<file path="src/rtl/srff_bist_driver.sv">
// Built-in self-test master for an SR flip-flop: walks a fixed 13-step vector ROM,
// checks q/qb against a golden model after each step and reports pass/fail.
module srff_bist_driver #(
    parameter int HOLD_CYC = 2,
    parameter int ERR_W    = 4
) (
    input  logic             clk,
    input  logic             rst,
    input  logic             start,
    output logic [1:0]       sr_out,
    output logic             dut_rst,
    input  logic             q_in,
    input  logic             qb_in,
    output logic             busy,
    output logic             done,
    output logic             pass,
    output logic [ERR_W-1:0] err_count,
    output logic [3:0]       fail_step
);

    localparam logic [1:0] IDLE  = 2'd0;
    localparam logic [1:0] APPLY = 2'd1;
    localparam logic [1:0] CHECK = 2'd2;
    localparam logic [1:0] DONE  = 2'd3;

    localparam logic [3:0] HOLD_LAST = 4'(HOLD_CYC - 1);
    localparam logic [3:0] LAST_STEP = 4'd12;

    logic [1:0] state;
    logic [3:0] step;
    logic [3:0] hold;
    logic       gold_q;
    logic       gold_known;

    logic [2:0] act;
    logic       nxt_q;
    logic       nxt_known;
    logic       step_fail;

    // Vector ROM entry as {rst, S, R}; a reset step always drives sr=00.
    function automatic logic [2:0] rom_action(input logic [3:0] idx);
        case (idx)
            4'd0:    return 3'b100;
            4'd1:    return 3'b000;
            4'd2:    return 3'b001;
            4'd3:    return 3'b010;
            4'd4:    return 3'b011;
            4'd5:    return 3'b100;
            4'd6:    return 3'b011;
            4'd7:    return 3'b010;
            4'd8:    return 3'b001;
            4'd9:    return 3'b000;
            4'd10:   return 3'b100;
            4'd11:   return 3'b010;
            4'd12:   return 3'b000;
            default: return 3'b000;
        endcase
    endfunction

    function automatic logic [ERR_W-1:0] sat_inc(input logic [ERR_W-1:0] v);
        return (&v) ? v : v + {{(ERR_W-1){1'b0}}, 1'b1};
    endfunction

    always_comb begin
        act       = rom_action(step);
        nxt_q     = gold_q;
        nxt_known = gold_known;
        if (act[2] || act[1:0] == 2'b01) begin
            nxt_q     = 1'b0;
            nxt_known = 1'b1;
        end else if (act[1:0] == 2'b10) begin
            nxt_q     = 1'b1;
            nxt_known = 1'b1;
        end else if (act[1:0] == 2'b11) begin
            nxt_known = 1'b0;
        end
        // The illegal 11 code leaves the model unknown, so it is never checked.
        step_fail = nxt_known && ((q_in != nxt_q) || (qb_in != ~nxt_q));
    end

    always_comb begin
        busy    = (state == APPLY) || (state == CHECK);
        done    = (state == DONE);
        pass    = done && (err_count == '0);
        dut_rst = busy && act[2];
        sr_out  = (busy && !act[2]) ? act[1:0] : 2'b00;
    end

    always_ff @(posedge clk) begin
        if (rst) begin
            state      <= IDLE;
            step       <= 4'd0;
            hold       <= 4'd0;
            err_count  <= '0;
            fail_step  <= 4'd0;
            gold_q     <= 1'b0;
            gold_known <= 1'b0;
        end else begin
            case (state)
                IDLE, DONE: begin
                    if (start) begin
                        err_count <= '0;
                        fail_step <= 4'd0;
                        step      <= 4'd0;
                        hold      <= 4'd0;
                        state     <= APPLY;
                    end
                end
                APPLY: begin
                    if (hold == HOLD_LAST) begin
                        hold  <= 4'd0;
                        state <= CHECK;
                    end else begin
                        hold <= hold + 4'd1;
                    end
                end
                CHECK: begin
                    gold_q     <= nxt_q;
                    gold_known <= nxt_known;
                    if (step_fail) begin
                        err_count <= sat_inc(err_count);
                        if (err_count == '0)
                            fail_step <= step;
                    end
                    if (step == LAST_STEP) begin
                        state <= DONE;
                    end else begin
                        step  <= step + 4'd1;
                        state <= APPLY;
                    end
                end
                default: state <= IDLE;
            endcase
        end
    end

endmodule

</file>
<file path="config.mk">
export PLATFORM = sky130hd
export DESIGN_NAME = srff_bist_driver
export DESIGN_NICKNAME = d
export VERILOG_FILES = /design/src/rtl/srff_bist_driver.sv
export SDC_FILE = /design/constraint.sdc
export NUM_CORES = 1
export LEC_CHECK = 0
export ABC_CLOCK_PERIOD_IN_PS = 5800
export CAP_MARGIN = 20
export CORE_ASPECT_RATIO = 1.75
export CORE_MARGIN = 5
export CORE_UTILIZATION = 42
export CTS_CLUSTER_DIAMETER = 50
export DETAILED_ROUTE_END_ITERATION = 8
export DONT_BUFFER_PORTS = 1
export GPL_TIMING_DRIVEN = 0
export PLACE_DENSITY = 0.55
export SLEW_MARGIN = 20
export SYNTH_ARGS = -nofsm -noshare
export SYNTH_HDL_FRONTEND = slang
export SYNTH_SLANG_ARGS = --single-unit
export TNS_END_PERCENT = 50
</file>
<file path="constraint.sdc">
create_clock -name clk -period 5.8 [get_ports clk]
set_input_delay 0.58 -clock clk [delete_from_list [all_inputs] [get_ports clk]]
set_output_delay 0.58 -clock clk [all_outputs]
set_load 0.005 [all_outputs]
</file>
==> run_results.csv <==
group,metric,value,unit
final_layout,fin_util,46.9,%
clocking,post_cts_buffers,0,
routing,drt_wl_total,3190,um
placed_design,io_buffer_count,0,
grt,antenna_found_initial,0,
worst_hold_path,hp-class,"primary input to register",
sta,max_freq,0.455,GHz
sta,rsz0062_at_grt,"no",
routing,drt-initial-drc-count,13,
final_layout,layout-drive-gt1-share,7.95,%
die,dieArea,4610,um^2
logic_synthesis,yosysMostFrequentCell,"dfxtp_1",
die,initial_core_util,43.8,%
sta,slew_headroom,34.0,%
routing,viasPerCell,5.59,
logic_synthesis,synth_cell_types,40,
logic_synthesis,synthTopCellsByCount,"dfxtp_1 (23), a21oi_1 (18), nor2_1 (18)",
setup_path,critPathLaunchType,"register",
final_layout,antennaDiodeCount,0,
setup_path,critPathMaxFanout,8,
logic_synthesis,ys_top_cells_by_area,"dfxtp_1 (33%), ha_1 (9.0%), a21oi_1 (6.5%)",
clocking,post_cts_resized,0,
sta,worst_pin_slew,982,ps
grt,grt_pass1_wl,5270,um
logic_synthesis,ys_seq_area_share,33.1,%
final_layout,nets,192,
setup_path,crit_type,"register to register",
clocking,clkSinkCount,23,
power,p_leak,0.000585,uW
die,rows,27,
sta,setup_tns,0,ps
logic_synthesis,ys_ff_latch,23,
routing,num_vias,1224,
logic_synthesis,syn-cell-area,1390,um^2
die,fp.coreArea,3180,um^2
die,io-pin-count,19,
status,status,"finished, final reports clean",
logic_synthesis,yosysWarnings,0,
logic_synthesis,synthesis.nets,187,
placed_design,placedCellCount,215,
logic_synthesis,postSynthCellCount,172,
clocking,cts_tree,"done",
clocking,path_clk_slew,80,ps
setup_path,arrival,2370,ps
setup_path,endpoint_kind,"register",
final_layout,final_area,1490,um^2
sta,finalMaxSlewViolations,0,
die,die_x,53.5,um
sta,fin_crit_sh,37.9,%
clocking,clockBufferDepth,2,
logic_synthesis,async_flop_share,0,%
clocking,cts_hold_buf,0,
final_layout,area_delta_synth_final,7.20,%
logic_synthesis,syn_avg_cell_area,8.08,um^2
clocking,clock_latency,270,ps
sta,period_needed,2200,ps
sta,finalClockSkew,2.43,ps
sta,hold_violations,0,
grt,grt_max_degree,14,
logic_synthesis,synth_edf_count,0,
setup_path,required,5970,ps
routing,wl_per_cell,14.6,um
grt,grt_usage,15.2,%
routing,ant_nets,0,
clocking,ctsHtreeMaxLevel,1,
logic_synthesis,synth_top_area_share,33.1,%
die,dieHeight,86.1,um
grt,grt_overflow,0,
power,ir_drop,0.149,mV
placed_design,place_congestion,0.752,
grt,grt_pass1_vias,1198,
power,powerDensity,278,nW/um^2
final_layout,instances_no_fill,219,
logic_synthesis,synthFlopType,"dfxtp_1",
clocking,cts_buffers,3,
placed_design,hpwl,2440,um
logic_synthesis,synth_area_leader_cell,"dfxtp_1",
routing,drtPass1Iterations,4,
sta,setup_viol,0,
clocking,clockRootBuffer,"clkbuf_8",
placed_design,place_area,1440,um^2
run,cap_violations,0,
routing,drc,0,
## path summary, 6_finish.rpt
kind,from,endpoint,slack (ps),cells after the start
worst max-delay path,state[0],act[0],3600,9
worst min-delay path,rst,step[3],380,1
worst max register to register,state[0],act[0],3600,9
worst min register to register,fail_step[3],fail_step[3],490,2
## final cells by class
cell class                      count  area (um^2)
Buffer                              5         26.3
Clock buffer                        3         41.3
Clock inverter                      1         5.00
Fill cell                         346         1690
Inverter                           13         48.8
Multi-Input combinational cell    131          855
Sequential cell                    23          460
Tap cell                           43         53.8
## placed cells by master, fill, tap and decap left out, types with 2 or more instances in the layout
cell / count
a211oi_1: 2
a211oi_2: 2
a21oi_1: 18
a22oi_1: 2
and3_1: 4
buf_4: 2
clkbuf_1: 2
clkbuf_8: 3
dfxtp_1: 23
ha_1: 10
inv_1: 13
mux2i_1: 4
nand2_1: 11
nand2b_1: 7
nand3_1: 10
nand4_1: 4
nor2_1: 18
nor2b_1: 4
nor3_1: 6
o21ai_0: 7
xnor2_1: 3
## through the flow
step | hold WS (ps) | setup WS [ps] | total power (uW)
after global routing | 370 | 3390 | 445
final | 385 | 3600 | 414
after floorplan | 462 | 3840 | 288
after global placement | 478 | 3620 | 314
after CTS | 379 | 3590 | 420
after detailed placement | 485 | 3610 | 318
## routing by layer
layer	wire length [um]	track usage [%]	up-vias
li1	-	-	616
met2	1690	26.8	30
met1	1250	16.3	569
met3	160	3.13	9
met4	89	7.67	0
met5	0	0	-
## critical path: stages, from the launching register on
cell and delay [ps]:
dfxtp_1 410, inv_1 70, ha_1 270, buf_4 160
mux2i_2 380, o21ai_0 200, a21oi_1 250, a21oi_1 90
xnor2_1 130, and2_1 150
## registers in the layout (all words and copies together) (netlist names)
signal      count
act             3
err_count       4
fail_step       4
gold_known      1
gold_q          1
hold            4
state           2
step            4
## power breakdown
| part | internal, uW | total (uW) | switching, uW |
|---|---|---|---|
| sequential | 167 | 178 | 10.9 |
| clock | 48.0 | 100 | 52.1 |
| combinational | 49.4 | 136 | 86.1 |
## logic make-up after synthesis
kind of cell             count (synthesis)  synth area share (%)
AO/OA/AOI/OAI                           40                  18.5
XOR/XNOR                                 3                  1.89
adder cells (fa/ha/maj)                 10                  9.00
buffers and inverters                   18                  5.40
flip-flops                              23                  33.1
multiplexers                             6                  4.68
AND/OR/NAND/NOR                         72                  27.5
No activity file was read; power rests on OpenSTA's default activity.
